==> src/rtl/mem_arbiter_if.sv <==
// Signal bundle between mem_arbiter, its two requesters and the byte-serial memory controller.
// The arbiter connects through the slave modport; the environment connects through the master modport.
interface mem_arbiter_if;
    logic        if_req;
    logic [31:0] if_addr;
    logic        if_gnt;
    logic        if_valid;
    logic [31:0] if_data;

    logic        d_req;
    logic        d_we;
    logic [31:0] d_addr;
    logic [31:0] d_wdata;
    logic [2:0]  d_len;
    logic        d_signed;
    logic        d_gnt;
    logic        d_valid;
    logic [31:0] d_rdata;

    logic        flush;

    logic        mc_running;
    logic        mc_inst_flag;
    logic [31:0] mc_inst;
    logic        mc_done;
    logic [31:0] mc_data;
    logic        mc_ifetch;
    logic        mc_load;
    logic        mc_save;
    logic [31:0] mc_if_addr;
    logic [31:0] mc_addr;
    logic [31:0] mc_wdata;
    logic [2:0]  mc_len;
    logic        mc_signed;

    modport slave (
        input  if_req, if_addr, d_req, d_we, d_addr, d_wdata, d_len, d_signed, flush,
               mc_running, mc_inst_flag, mc_inst, mc_done, mc_data,
        output if_gnt, if_valid, if_data, d_gnt, d_valid, d_rdata,
               mc_ifetch, mc_load, mc_save, mc_if_addr, mc_addr, mc_wdata, mc_len, mc_signed
    );

    modport master (
        output if_req, if_addr, d_req, d_we, d_addr, d_wdata, d_len, d_signed, flush,
               mc_running, mc_inst_flag, mc_inst, mc_done, mc_data,
        input  if_gnt, if_valid, if_data, d_gnt, d_valid, d_rdata,
               mc_ifetch, mc_load, mc_save, mc_if_addr, mc_addr, mc_wdata, mc_len, mc_signed
    );
endinterface

==> src/rtl/mem_arbiter.sv <==
// Fetch/data arbiter in front of the byte-serial memory controller: one transaction at a time,
// data priority with a bounded fetch starvation, and squashing of flushed fetches.
module mem_arbiter #(
    parameter int unsigned StarveMax = 4
) (
    input logic          clk,
    input logic          rst,
    mem_arbiter_if.slave bus
);
    typedef enum logic [1:0] {StIdle, StIssue, StWait} state_e;
    typedef enum logic [1:0] {KindFetch, KindLoad, KindStore} kind_e;

    localparam logic [3:0] StarveLimit = 4'(StarveMax);

    state_e      state_q, state_d;
    kind_e       kind_q, kind_d;
    logic [31:0] if_addr_q, if_addr_d;
    logic [31:0] addr_q, addr_d;
    logic [31:0] wdata_q, wdata_d;
    logic [2:0]  len_q, len_d;
    logic        signed_q, signed_d;
    logic [3:0]  starve_q, starve_d;
    logic        squash_q, squash_d;
    logic [31:0] if_data_q, if_data_d;
    logic [31:0] d_rdata_q, d_rdata_d;
    logic        if_valid_q, if_valid_d;
    logic        d_valid_q, d_valid_d;

    logic        if_gnt, d_gnt;
    logic        ifetch_stb, load_stb, save_stb;
    logic        fetch_eligible, data_wins;

    // A flush cycle hides the fetch request, so a waiting load/store may go instead.
    assign fetch_eligible = bus.if_req && !bus.flush;
    assign data_wins      = bus.d_req && (!fetch_eligible || (starve_q < StarveLimit));

    always_comb begin
        state_d    = state_q;
        kind_d     = kind_q;
        if_addr_d  = if_addr_q;
        addr_d     = addr_q;
        wdata_d    = wdata_q;
        len_d      = len_q;
        signed_d   = signed_q;
        starve_d   = starve_q;
        squash_d   = squash_q;
        if_data_d  = if_data_q;
        d_rdata_d  = d_rdata_q;
        if_valid_d = 1'b0;
        d_valid_d  = 1'b0;
        if_gnt     = 1'b0;
        d_gnt      = 1'b0;
        ifetch_stb = 1'b0;
        load_stb   = 1'b0;
        save_stb   = 1'b0;

        if (!bus.if_req) begin
            starve_d = '0;
        end

        unique case (state_q)
            StIdle: begin
                squash_d = 1'b0;
                if (!rst && !bus.mc_running) begin
                    if (data_wins) begin
                        d_gnt    = 1'b1;
                        addr_d   = bus.d_addr;
                        wdata_d  = bus.d_wdata;
                        len_d    = bus.d_len;
                        signed_d = bus.d_signed;
                        kind_d   = bus.d_we ? KindStore : KindLoad;
                        state_d  = StIssue;
                        if (bus.if_req && (starve_q < StarveLimit)) begin
                            starve_d = starve_q + 4'd1;
                        end
                    end else if (fetch_eligible) begin
                        if_gnt    = 1'b1;
                        if_addr_d = bus.if_addr;
                        kind_d    = KindFetch;
                        starve_d  = '0;
                        state_d   = StIssue;
                    end
                end
            end
            StIssue: begin
                ifetch_stb = (kind_q == KindFetch);
                load_stb   = (kind_q == KindLoad);
                save_stb   = (kind_q == KindStore);
                if (kind_q == KindFetch && bus.flush) begin
                    squash_d = 1'b1;
                end
                state_d = StWait;
            end
            StWait: begin
                if (kind_q == KindFetch) begin
                    if (bus.flush) begin
                        squash_d = 1'b1;
                    end
                    if (bus.mc_inst_flag) begin
                        // A fetch flushed at any point before completion delivers nothing.
                        if (!squash_q && !bus.flush) begin
                            if_data_d  = bus.mc_inst;
                            if_valid_d = 1'b1;
                        end
                        squash_d = 1'b0;
                        state_d  = StIdle;
                    end
                end else if (bus.mc_done) begin
                    d_rdata_d = (kind_q == KindStore) ? 32'd0 : bus.mc_data;
                    d_valid_d = 1'b1;
                    state_d   = StIdle;
                end
            end
            default: state_d = StIdle;
        endcase
    end

    always_ff @(posedge clk) begin
        if (rst) begin
            state_q    <= StIdle;
            kind_q     <= KindFetch;
            if_addr_q  <= '0;
            addr_q     <= '0;
            wdata_q    <= '0;
            len_q      <= '0;
            signed_q   <= 1'b0;
            starve_q   <= '0;
            squash_q   <= 1'b0;
            if_data_q  <= '0;
            d_rdata_q  <= '0;
            if_valid_q <= 1'b0;
            d_valid_q  <= 1'b0;
        end else begin
            state_q    <= state_d;
            kind_q     <= kind_d;
            if_addr_q  <= if_addr_d;
            addr_q     <= addr_d;
            wdata_q    <= wdata_d;
            len_q      <= len_d;
            signed_q   <= signed_d;
            starve_q   <= starve_d;
            squash_q   <= squash_d;
            if_data_q  <= if_data_d;
            d_rdata_q  <= d_rdata_d;
            if_valid_q <= if_valid_d;
            d_valid_q  <= d_valid_d;
        end
    end

    assign bus.if_gnt     = if_gnt;
    assign bus.d_gnt      = d_gnt;
    assign bus.if_valid   = if_valid_q;
    assign bus.if_data    = if_data_q;
    assign bus.d_valid    = d_valid_q;
    assign bus.d_rdata    = d_rdata_q;
    assign bus.mc_ifetch  = ifetch_stb;
    assign bus.mc_load    = load_stb;
    assign bus.mc_save    = save_stb;
    assign bus.mc_if_addr = if_addr_q;
    assign bus.mc_addr    = addr_q;
    assign bus.mc_wdata   = wdata_q;
    assign bus.mc_len     = len_q;
    assign bus.mc_signed  = signed_q;
endmodule

==> src/flat_wrapper.sv <==
// flat-port wrapper written by rule: the top's interface ports become plain ports
module mem_arbiter_flat 
#(
    parameter int unsigned StarveMax = 4
)
  (clk, rst, bus_if_req, bus_if_addr, bus_d_req, bus_d_we, bus_d_addr, bus_d_wdata, bus_d_len, bus_d_signed, bus_flush, bus_mc_running, bus_mc_inst_flag, bus_mc_inst, bus_mc_done, bus_mc_data, bus_if_gnt, bus_if_valid, bus_if_data, bus_d_gnt, bus_d_valid, bus_d_rdata, bus_mc_ifetch, bus_mc_load, bus_mc_save, bus_mc_if_addr, bus_mc_addr, bus_mc_wdata, bus_mc_len, bus_mc_signed);
  mem_arbiter_if bus_i ();
  input logic clk;
  input logic rst;
  input wire logic [$bits(bus_i.if_req)-1:0] bus_if_req;
  input wire logic [$bits(bus_i.if_addr)-1:0] bus_if_addr;
  input wire logic [$bits(bus_i.d_req)-1:0] bus_d_req;
  input wire logic [$bits(bus_i.d_we)-1:0] bus_d_we;
  input wire logic [$bits(bus_i.d_addr)-1:0] bus_d_addr;
  input wire logic [$bits(bus_i.d_wdata)-1:0] bus_d_wdata;
  input wire logic [$bits(bus_i.d_len)-1:0] bus_d_len;
  input wire logic [$bits(bus_i.d_signed)-1:0] bus_d_signed;
  input wire logic [$bits(bus_i.flush)-1:0] bus_flush;
  input wire logic [$bits(bus_i.mc_running)-1:0] bus_mc_running;
  input wire logic [$bits(bus_i.mc_inst_flag)-1:0] bus_mc_inst_flag;
  input wire logic [$bits(bus_i.mc_inst)-1:0] bus_mc_inst;
  input wire logic [$bits(bus_i.mc_done)-1:0] bus_mc_done;
  input wire logic [$bits(bus_i.mc_data)-1:0] bus_mc_data;
  output wire logic [$bits(bus_i.if_gnt)-1:0] bus_if_gnt;
  output wire logic [$bits(bus_i.if_valid)-1:0] bus_if_valid;
  output wire logic [$bits(bus_i.if_data)-1:0] bus_if_data;
  output wire logic [$bits(bus_i.d_gnt)-1:0] bus_d_gnt;
  output wire logic [$bits(bus_i.d_valid)-1:0] bus_d_valid;
  output wire logic [$bits(bus_i.d_rdata)-1:0] bus_d_rdata;
  output wire logic [$bits(bus_i.mc_ifetch)-1:0] bus_mc_ifetch;
  output wire logic [$bits(bus_i.mc_load)-1:0] bus_mc_load;
  output wire logic [$bits(bus_i.mc_save)-1:0] bus_mc_save;
  output wire logic [$bits(bus_i.mc_if_addr)-1:0] bus_mc_if_addr;
  output wire logic [$bits(bus_i.mc_addr)-1:0] bus_mc_addr;
  output wire logic [$bits(bus_i.mc_wdata)-1:0] bus_mc_wdata;
  output wire logic [$bits(bus_i.mc_len)-1:0] bus_mc_len;
  output wire logic [$bits(bus_i.mc_signed)-1:0] bus_mc_signed;
  assign bus_i.if_req = bus_if_req;
  assign bus_i.if_addr = bus_if_addr;
  assign bus_i.d_req = bus_d_req;
  assign bus_i.d_we = bus_d_we;
  assign bus_i.d_addr = bus_d_addr;
  assign bus_i.d_wdata = bus_d_wdata;
  assign bus_i.d_len = bus_d_len;
  assign bus_i.d_signed = bus_d_signed;
  assign bus_i.flush = bus_flush;
  assign bus_i.mc_running = bus_mc_running;
  assign bus_i.mc_inst_flag = bus_mc_inst_flag;
  assign bus_i.mc_inst = bus_mc_inst;
  assign bus_i.mc_done = bus_mc_done;
  assign bus_i.mc_data = bus_mc_data;
  assign bus_if_gnt = bus_i.if_gnt;
  assign bus_if_valid = bus_i.if_valid;
  assign bus_if_data = bus_i.if_data;
  assign bus_d_gnt = bus_i.d_gnt;
  assign bus_d_valid = bus_i.d_valid;
  assign bus_d_rdata = bus_i.d_rdata;
  assign bus_mc_ifetch = bus_i.mc_ifetch;
  assign bus_mc_load = bus_i.mc_load;
  assign bus_mc_save = bus_i.mc_save;
  assign bus_mc_if_addr = bus_i.mc_if_addr;
  assign bus_mc_addr = bus_i.mc_addr;
  assign bus_mc_wdata = bus_i.mc_wdata;
  assign bus_mc_len = bus_i.mc_len;
  assign bus_mc_signed = bus_i.mc_signed;
  mem_arbiter #(.StarveMax(StarveMax)) u_core (.clk(clk), .rst(rst), .bus(bus_i));
endmodule
==> config.mk <==
export PLATFORM = sky130hd
export DESIGN_NAME = mem_arbiter_flat
export DESIGN_NICKNAME = d
export VERILOG_FILES = /design/src/rtl/mem_arbiter_if.sv /design/src/rtl/mem_arbiter.sv /design/src/flat_wrapper.sv
export SDC_FILE = /design/constraint.sdc
export NUM_CORES = 1
export LEC_CHECK = 0
export CAP_MARGIN = 20
export CORE_MARGIN = 10
export CORE_UTILIZATION = 40
export CTS_CLUSTER_DIAMETER = 30
export CTS_CLUSTER_SIZE = 24
export DETAILED_ROUTE_END_ITERATION = 6
export HOLD_SLACK_MARGIN = 0.05
export PLACE_DENSITY = 0.84
export SLEW_MARGIN = 20
export SYNTH_ARGS = -nofsm -noshare
export SYNTH_HDL_FRONTEND = slang
export SYNTH_SLANG_ARGS = --single-unit
==> constraint.sdc <==
create_clock -name clk -period 5.7 [get_ports clk]
set_clock_uncertainty 0.05 [all_clocks]
set_input_delay 1.14 -clock clk [delete_from_list [all_inputs] [get_ports clk]]
set_output_delay 1.14 -clock clk [all_outputs]
set_load 0.05 [all_outputs]
==> flow_summary.ini, run 1 <==
[cells_and_area]
layout.nets = 1219
syn2layout_area_growth_pct = 67.4
fin_area_um2 = 10300
drive_above_1_share_pct = 4.84
finalNonFillerCells = 1243

[synth]
synth_area_leaders = dfxtp_1, nand2_1, a21oi_1
synth_warnings = 0
synth_flop_cell = dfxtp_1
synth_area_um2 = 6170
ys_seq_elements = 175
synth-edff-count = 0
synth_cell_type_count = 37
yosys.area.top_type = dfxtp_1
syn-num-nets = 899
synth-seq-area-share_pct = 56.8
syn_avg_cell_area_um2 = 8.55
postSynthCellCount = 721
synth_top_cell_area_share_pct = 56.8
async_flop_share_pct = 0

[placed_design]
dp.cells = 1210
portBuffers = 343
dp_hpwl_mm = 16.8
place_area_um2 = 9640
place_congestion = 0.838
pre_cts_ws_ps = 1330

[clock_network]
holdBufCountCts = 0
h-tree-depth = 4
clk_pin_slew_ps = 60
cts_resized = 0
clkLatencyLatePin_ps = 410
cts_setup_buffers = 0
cts_sinks = 175
clk_path_buf_depth = 2
clockRootBuffer = clkbuf_16
cts_tree = built
numCtsBuffers = 17

[critical_path]
timing.rr.end = u_core.bus.mc_addr[22]
crit_end = bus_d_gnt
cp_max_fo = 4
cpLargestDelayFamily = buffers and inverters
cp-startpoint = bus_mc_running
crit_buf_inv = 3
crit_type = input port to output pin
r2r_cells = 8
cp_slowest_cell = clkdlybuf4s50_1
required_ps = 4510
cp.depth = 5
setup.worst_path.start_class = input port
worst_path_most_repeated_cell = clkdlybuf4s50_1
critPathArrivalTime_ps = 3170
cp_slowest_stage_delay_ps = 800
r2r-start = u_core.state_q[0]
ff2ff_setup_slack_ps = 3270
crit_path_end_kind = output pin
cp_cell_sequence = clkdlybuf4s50_1 -> or3b_1 -> a211o_2 -> clkinv_4 -> clkdlybuf4s50_1

[drt]
wire_per_inst_um = 18.0
vias = 6097
via_per_inst = 4.91
ant_nets = 0
drt_wl_total_mm = 22.4
first_iter_violations = 365
drt-pass1-iter-count = 4
route.detailed.drc = 0

[hold_path]
hold_depth = 2
hp-start = u_core.bus.mc_addr[14]
hold_class = register to register

[timing]
rsz0062_at_grt = no
maxSlewHeadroom_pct = 38.5
finalSetupViolations = 0
drv_slew = 0
worst_slew_pin_slew_ps = 922
finalHoldViolations = 0
max_freq_ghz = 0.230
setup_ws_ps = 1340
fin_crit_ps = 4360
fin_setup_tns_ps = 0
fin_crit_sh_pct = 76.4

[pwr]
ir_worst_vdd_v = 0.000236
p_sw_share_pct = 23.1
power_density_nw_per_um2 = 284
p_leak_uw = 0.00364
intPower_uw = 2250
combinationalPowerShare_pct = 11.9
power_switching_uw = 678
clockPowerShare_pct = 45.1
seqPwrFrac_pct = 43.0
power.total_uw = 2930

[grt]
antenna_found_initial = 0
grt_overflow = 0
grt_pass1_vias = 5889
grt_pass1_wl_mm = 32.8
grt_max_degree = 88
grt_usage_pct = 20.3

[floorplan]
rows = 45
design.portCount = 344
die_y_um = 144
dieArea_um2 = 20800
die_w_um = 144
initial_utilization_pct = 40.7
fp.coreArea_um2 = 15100

[run_status]
status = finished clean

[flow_run]
cap_violations = 0
## worst min-delay path by stage
stage	to	slack, ps
global route	u_core.bus.mc_addr[8]	420
global placement	u_core.bus.if_data[6]	390
CTS	u_core.bus.mc_addr[14]	400
detailed placement	u_core.bus.if_data[26]	400
finish	u_core.bus.mc_addr[14]	400
floorplan	u_core.starve_q[2]	400
## layer usage
metal	share of wire [%]	global-route usage [%]	wire, µm	vias to the layer above
li1	-	-	-	3019
met5	0	0	0	-
met3	9.9	8.86	2230	35
met1	37	21.2	8210	2789
met4	2.9	8.14	646	0
met2	51	35.2	11300	254
## kinds of logic (layout without fill, tap and decap cells)
logic type               Yosys count  count (layout)  share of synthesized area (%)
other                              0               1                              0
multiplexers                       2               2                          0.325
flip-flops                       175             175                           56.8
AND/OR/NAND/NOR                  302             302                           19.8
adder cells (fa/ha/maj)            5               5                           1.01
buffers and inverters             56             389                           4.85
AO/OA/AOI/OAI                    181             181                           17.2
## cell usage in the layout, fill, tap and decap left out, types with 3 or more instances in the layout
master           synthesis  final
a21oi_1                134    134
a22o_1                  32     32
buf_4                    0      9
bufinv_16                0      6
clkbuf_16                0     17
clkdlybuf4s50_1          0    341
dfxtp_1                175    175
ha_1                     5      5
inv_1                    4      4
inv_6                    0      3
nand2_1                266    266
nand2b_1                 3      3
nor2_1                   9      9
nor2b_1                  5      5
nor3_1                   3      3
nor3b_1                  4      3
o21ai_0                  4      4
## synthesized netlist by cell type, drive strengths merged (2+ instances only)
cell type    n
a211oi       2
a21oi      134
a22o        32
and3b        2
buf         22
clkbuf      28
dfxtp      175
ha           5
inv          5
mux2i        2
nand2      266
nand2b       3
nor2         9
nor2b        5
nor3         3
nor3b        5
o21a         2
o21ai        4
or2          2
or3b         2
## power by group through the flow
stage | Clock [µW] | Sequential [µW] | Combinational (µW)
4_1_cts | 1340 | 1260 | 352
2_1_floorplan | 0 | 1360 | 88.3
3_3_place_gp | 0 | 1290 | 347
6_report | 1320 | 1260 | 350
3_5_place_dp | 0 | 1290 | 349
5_1_grt | 1400 | 1260 | 371
## area by class of cell
| type | count | area (µm²) |
|---|---|---|
| clock inverters | 13 | 233 |
| repair buffers | 351 | 3500 |
| well taps | 188 | 235 |
| fillers | 1199 | 4820 |
| clock buffers | 19 | 443 |
| inverters | 6 | 27.5 |
| diodes | 1 | 2.50 |
| multi-input cells | 490 | 2380 |
| flip-flops and latches | 175 | 3500 |
## tightest hold or removal path, stage by stage (launching register included)
cell	delay, ps
dfxtp_1	310
nand2_1	50
a21oi_1	50
## stage by stage
step	hold slack (ps)	util, %
6_report	401	68.1
2_1_floorplan	397	-
4_1_cts	404	68.1
3_5_place_dp	396	63.7
3_3_place_gp	390	63.7
5_1_grt	416	68.1
## state kept, by name, indices dropped and copies added, names as in the netlist, 2 cells and up
| signal | flops |
|---|---|
| u_core.bus.mc_wdata | 32 |
| u_core.bus.mc_len | 3 |
| u_core.kind_q | 2 |
| u_core.bus.d_rdata | 32 |
| u_core.starve_q | 4 |
| u_core.bus.if_data | 32 |
| u_core.bus.mc_addr | 32 |
| u_core.state_q | 2 |
| u_core.bus.mc_if_addr | 32 |
No activity file was read; power rests on OpenSTA's default activity.
==> run 2, diff against run 1 <==
--- a/config.mk
+++ b/config.mk
@@ -7,12 +7,12 @@
 export LEC_CHECK = 0
 export CAP_MARGIN = 20
 export CORE_MARGIN = 10
-export CORE_UTILIZATION = 40
+export CORE_UTILIZATION = 38
 export CTS_CLUSTER_DIAMETER = 30
 export CTS_CLUSTER_SIZE = 24
 export DETAILED_ROUTE_END_ITERATION = 6
 export HOLD_SLACK_MARGIN = 0.05
-export PLACE_DENSITY = 0.84
+export PLACE_DENSITY = 0.8
 export SLEW_MARGIN = 20
 export SYNTH_ARGS = -nofsm -noshare
 export SYNTH_HDL_FRONTEND = slang
==> constraint.sdc (replaced) <==
create_clock -name clk -period 4.2 [get_ports clk]
set_clock_uncertainty 0.05 [all_clocks]
set_input_delay 0.84 -clock clk [delete_from_list [all_inputs] [get_ports clk]]
set_output_delay 0.84 -clock clk [all_outputs]
set_load 0.05 [all_outputs]
==> run 2 against run 1 <==
  * Worst setup slack lost 590 ps
  * Worst hold slack better by 0.52 ps
  * Routed wire length decreased by 0.11%
  * Highest routed layer unchanged
  * Sequential power grew 36%
  * Core utilization fell by 3.3 points
==> flow_summary.ini, run 2 (synthesis results as in run 1) <==
[run_status]
status = finished clean

[clock_network]
clk_pin_slew_ps = 70
clockRootBuffer = clkbuf_16
cts_sinks = 175
h-tree-depth = 4
cts_resized = 0
cts_tree = built
clkLatencyLatePin_ps = 420
clk_path_buf_depth = 2
holdBufCountCts = 0
cts_setup_buffers = 0
numCtsBuffers = 17

[cells_and_area]
syn2layout_area_growth_pct = 67.0
final_common_cell = clkdlybuf4s50_1
final_cell_mix = clkdlybuf4s50_1, nand2_1, dfxtp_1, a21oi_1, a22o_1
drive_above_1_share_pct = 4.93
diodes = 0
layout.nets = 1219

[critical_path]
crit_type = input port to output pin
crit_path_end_kind = output pin
cp_slowest_cell = clkdlybuf4s50_1
cp_slowest_stage_delay_ps = 540
critPathArrivalTime_ps = 2560
setup.worst_path.start_class = input port
required_ps = 3310
cp_max_fo = 33
cp_cell_sequence = clkdlybuf4s50_1 -> or3b_2 -> nand3_1 -> inv_2 -> buf_12

[drt]
drt_wl_total_mm = 22.4
first_iter_violations = 312
ant_nets = 0
vias = 6043
route.detailed.drc = 0
drt-pass1-iter-count = 4
wire_per_inst_um = 17.6
via_per_inst = 4.76

[pwr]
power_density_nw_per_um2 = 374
clockPowerShare_pct = 43.3
ir_worst_vdd_v = 0.000413
p_leak_uw = 0.00362
power_switching_uw = 941
seqPwrFrac_pct = 44.4
intPower_uw = 2910
p_sw_share_pct = 24.4
combinationalPowerShare_pct = 12.3

[flow_run]
cap_violations = 0

[timing]
worst_slew_pin_slew_ps = 934
fin_setup_tns_ps = 0
fin_crit_sh_pct = 82.1
finalSetupViolations = 0
drv_slew = 0
finalHoldViolations = 0
fin_crit_ps = 3450
max_freq_ghz = 0.290
rsz0062_at_grt = no
whs_ps = 402
maxSlewHeadroom_pct = 37.8

[grt]
grt_max_degree = 89
grt_overflow = 0
antenna_found_initial = 0
grt_pass1_vias = 5931
grt_pass1_wl_mm = 33.7
grt_usage_pct = 19.5

[floorplan]
design.portCount = 344
fp.coreArea_um2 = 15900
die_y_um = 147
die_w_um = 147
rows = 46
dieArea_um2 = 21700
initial_utilization_pct = 38.8

[hold_path]
hold_class = register to register

[placed_design]
place_congestion = 0.848
portBuffers = 343
dp_hpwl_mm = 16.6
## run 2: changes by cell type in the layout (fill, tap and decap cells not counted), sizes merged
cell,change
bufinv,-3
clkdlybuf4s50,-1
diode,-1
buf,+1
clkbuf,+2
clkinvlp,+1
## run 2: path summary, 6_finish.rpt
kind | from | endpoint | slack, ps | cells after the start
min reg2reg | u_core.bus.mc_if_addr[20] | u_core.bus.mc_if_addr[20] | 400 | 2
min | u_core.bus.mc_if_addr[20] | u_core.bus.mc_if_addr[20] | 400 | 2
max reg2reg | u_core.state_q[0] | u_core.bus.mc_signed | 1740 | 8
max | bus_d_req | bus_if_gnt | 750 | 5
## run 2: critical path, delay by kind of cell
kind / cells / cell delay, ps
simple gates: 2 / 670
buf+inv: 3 / 1030
## run 2: power groups by stage
| stage | clock network (µW) | registers, µW | logic (µW) |
|---|---|---|---|
| after CTS | 1700 | 1710 | 476 |
| after global placement | 0 | 1750 | 471 |
| after detailed placement | 0 | 1750 | 474 |
| after floorplan | 0 | 1850 | 120 |
| after global routing | 1770 | 1710 | 503 |
| final | 1670 | 1710 | 474 |
## run 2: stage by stage
step / power, µW / instances / worst slack (ps) / util (%) / cell area (µm²)
final: 3850 / 1270 / 753 / 64.8 / 10300
after global placement: 2220 / 1238 / 739 / 60.9 / 9680
after detailed placement: 2220 / 1238 / 748 / 60.9 / 9680
after CTS: 3890 / 1270 / 734 / 64.8 / 10300
after global routing: 3990 / 1270 / 623 / 64.8 / 10300
after floorplan: 1970 / 721 / 1420 / - / 6170
## run 2: routing by layer
layer,vias to the layer above,track usage (%),part of all wire (%)
li1,3024,-,-
met1,2778,20.4,38
met2,217,34.2,50
met3,24,8.36,9.5
met4,0,6.99,2.1
met5,-,0,0
## run 2: layout make-up
cell class,count,area [µm²]
Timing Repair Buffer,351,3500
Fill cell,1360,5590
Clock inverter,11,153
Multi-Input combinational cell,490,2380
Clock buffer,21,470
Tap cell,216,270
Sequential cell,175,3500
Inverter,6,27.5
==> run 3, diff against run 2 <==
--- a/config.mk
+++ b/config.mk
@@ -7,12 +7,12 @@
 export LEC_CHECK = 0
 export CAP_MARGIN = 20
 export CORE_MARGIN = 10
-export CORE_UTILIZATION = 38
+export CORE_UTILIZATION = 35
 export CTS_CLUSTER_DIAMETER = 30
 export CTS_CLUSTER_SIZE = 24
 export DETAILED_ROUTE_END_ITERATION = 6
 export HOLD_SLACK_MARGIN = 0.05
-export PLACE_DENSITY = 0.8
+export PLACE_DENSITY = 0.78
 export SLEW_MARGIN = 20
 export SYNTH_ARGS = -nofsm -noshare
 export SYNTH_HDL_FRONTEND = slang
==> constraint.sdc (replaced) <==
create_clock -name clk -period 2.9 [get_ports clk]
set_clock_uncertainty 0.05 [all_clocks]
set_input_delay 0.58 -clock clk [delete_from_list [all_inputs] [get_ports clk]]
set_output_delay 0.58 -clock clk [all_outputs]
set_load 0.05 [all_outputs]
==> run 3 against run 2 <==
  * Combinational power grew 46%
  * Sequential share of layout area shrank 0.11 points
  * Non-clock buffer count up 4
  * Highest routed layer unchanged
  * Sequential power grew 45%
  * Cell count rose by 0.94%
==> flow_summary.ini, run 3 (synthesis results as in run 1) <==
[cells_and_area]
diodes = 0
layout.nets = 1223
drive_above_1_share_pct = 5.20
finalNonFillerCells = 1282
fin_area_um2 = 10300
syn2layout_area_growth_pct = 67.6
final_cell_mix = clkdlybuf4s50_1, nand2_1, dfxtp_1, a21oi_1, a22o_1
final_common_cell = clkdlybuf4s50_1

[grt]
grt_pass1_vias = 5881
antenna_found_initial = 0
grt_overflow = 0
grt_pass1_wl_mm = 34.0
grt_max_degree = 80
grt_usage_pct = 18.0

[timing]
drv_slew = 0
maxSlewHeadroom_pct = 43.4
whs_ps = 401
fin_crit_ps = 2760
finalSetupViolations = 0
fin_setup_tns_ps = 0
finalHoldViolations = 0
worst_slew_pin_slew_ps = 849
rsz0062_at_grt = no
max_freq_ghz = 0.362
fin_crit_sh_pct = 95.2

[critical_path]
required_ps = 2270
crit_path_end_kind = output pin
cp_slowest_stage_delay_ps = 810
cp_max_fo = 7
cp_cell_sequence = ha_1 -> and3b_1 -> clkdlybuf4s50_1
setup.worst_path.start_class = register
critPathArrivalTime_ps = 2130
cp_slowest_cell = clkdlybuf4s50_1
crit_type = register to output pin

[clock_network]
h-tree-depth = 4
clkLatencyLatePin_ps = 420
clockRootBuffer = clkbuf_16
clk_pin_slew_ps = 70
cts_tree = built
numCtsBuffers = 17
holdBufCountCts = 0
cts_sinks = 175
clk_path_buf_depth = 2
cts_setup_buffers = 0

[pwr]
clockPowerShare_pct = 42.0
p_leak_uw = 0.00364
seqPwrFrac_pct = 45.3
power.total_uw = 5460
p_sw_share_pct = 24.8
intPower_uw = 4110
combinationalPowerShare_pct = 12.7
ir_worst_vdd_v = 0.000403
power_density_nw_per_um2 = 528
power_switching_uw = 1350

[drt]
wire_per_inst_um = 17.2
drt_wl_total_mm = 22.0
via_per_inst = 4.72
first_iter_violations = 278
drt-pass1-iter-count = 6
vias = 6046
ant_nets = 0
route.detailed.drc = 0

[floorplan]
die_w_um = 153
dieArea_um2 = 23300
rows = 48
design.portCount = 344
fp.coreArea_um2 = 17300
initial_utilization_pct = 35.6
die_y_um = 153

[placed_design]
dp_hpwl_mm = 16.6
place_area_um2 = 9740
dp.cells = 1251
portBuffers = 343
place_congestion = 0.803

[hold_path]
hold_class = register to register

[run_status]
status = finished clean

[flow_run]
cap_violations = 0
==> run 3: changes by cell type in the layout (fill, tap and decap cells not counted), sizes merged <==
cell	delta
clkinvlp	+2
bufinv	-1
inv	+1
clkinv	-2
clkdlybuf4s50	-1
dlymetal6s2s	+1
buf	+4
clkbuf	-1
==> run 3: power by group through the flow <==
| stage | sequential (µW) | clock (µW) | combinational, µW |
|---|---|---|---|
| 4_1_cts | 2480 | 2350 | 697 |
| 3_5_place_dp | 2530 | 0 | 692 |
| 2_1_floorplan | 2680 | 0 | 173 |
| 5_1_grt | 2480 | 2450 | 736 |
| 6_report | 2480 | 2290 | 691 |
| 3_3_place_gp | 2530 | 0 | 689 |
==> run 3: critical path, delay by kind of cell (launching register included) <==
| kind | cells | cell delay [ps] |
|---|---|---|
| buf+inv | 1 | 810 |
| flops | 1 | 390 |
| fa+ha+maj | 1 | 310 |
| simple gates | 1 | 200 |
==> run 3: stage by stage <==
step / util (%) / worst slack (ps)
after floorplan: - / 484
after global placement: 56.3 / 238
after detailed placement: 56.3 / 230
after CTS: 59.7 / 52.7
after global routing: 59.7 / 26.0
final: 59.7 / 140
==> run 3: per-layer routing <==
layer	part of all wire (%)	vias up	wire, µm	track usage [%]
met3	8.8	9	1930	7.99
met1	38	2818	8330	18.8
met2	52	197	11600	32.5
met5	0	-	0	0
met4	0.93	0	204	4.13
li1	-	3022	-	-
==> run 3: what timing repair did <==
| item | in CTS | in global routing |
|---|---|---|
| endpoints found under the hold margin | 0 | 0 |
| resized for setup | 0 | 1 |
| endpoints found under the setup margin | 0 | 1 |
==> run 3: path summary, 6_finish.rpt <==
path	slack [ps]	startpoint	depth (start not counted)	to
worst max-delay path	140	u_core.state_q[0]	3	bus_mc_load
worst min-delay path	400	u_core.bus.if_data[7]	2	u_core.bus.if_data[7]
worst max register to register	770	u_core.state_q[0]	8	u_core.bus.mc_addr[10]
worst min register to register	400	u_core.bus.if_data[7]	2	u_core.bus.if_data[7]
==> run 3: area by class of cell <==
cell class | instances | area (µm²)
repair buffers | 355 | 3560
inverters | 6 | 27.5
clock inverters | 11 | 130
multi-input cells | 490 | 2380
flip-flops and latches | 175 | 3500
clock buffers | 20 | 457
fillers | 1509 | 6970
well taps | 225 | 282
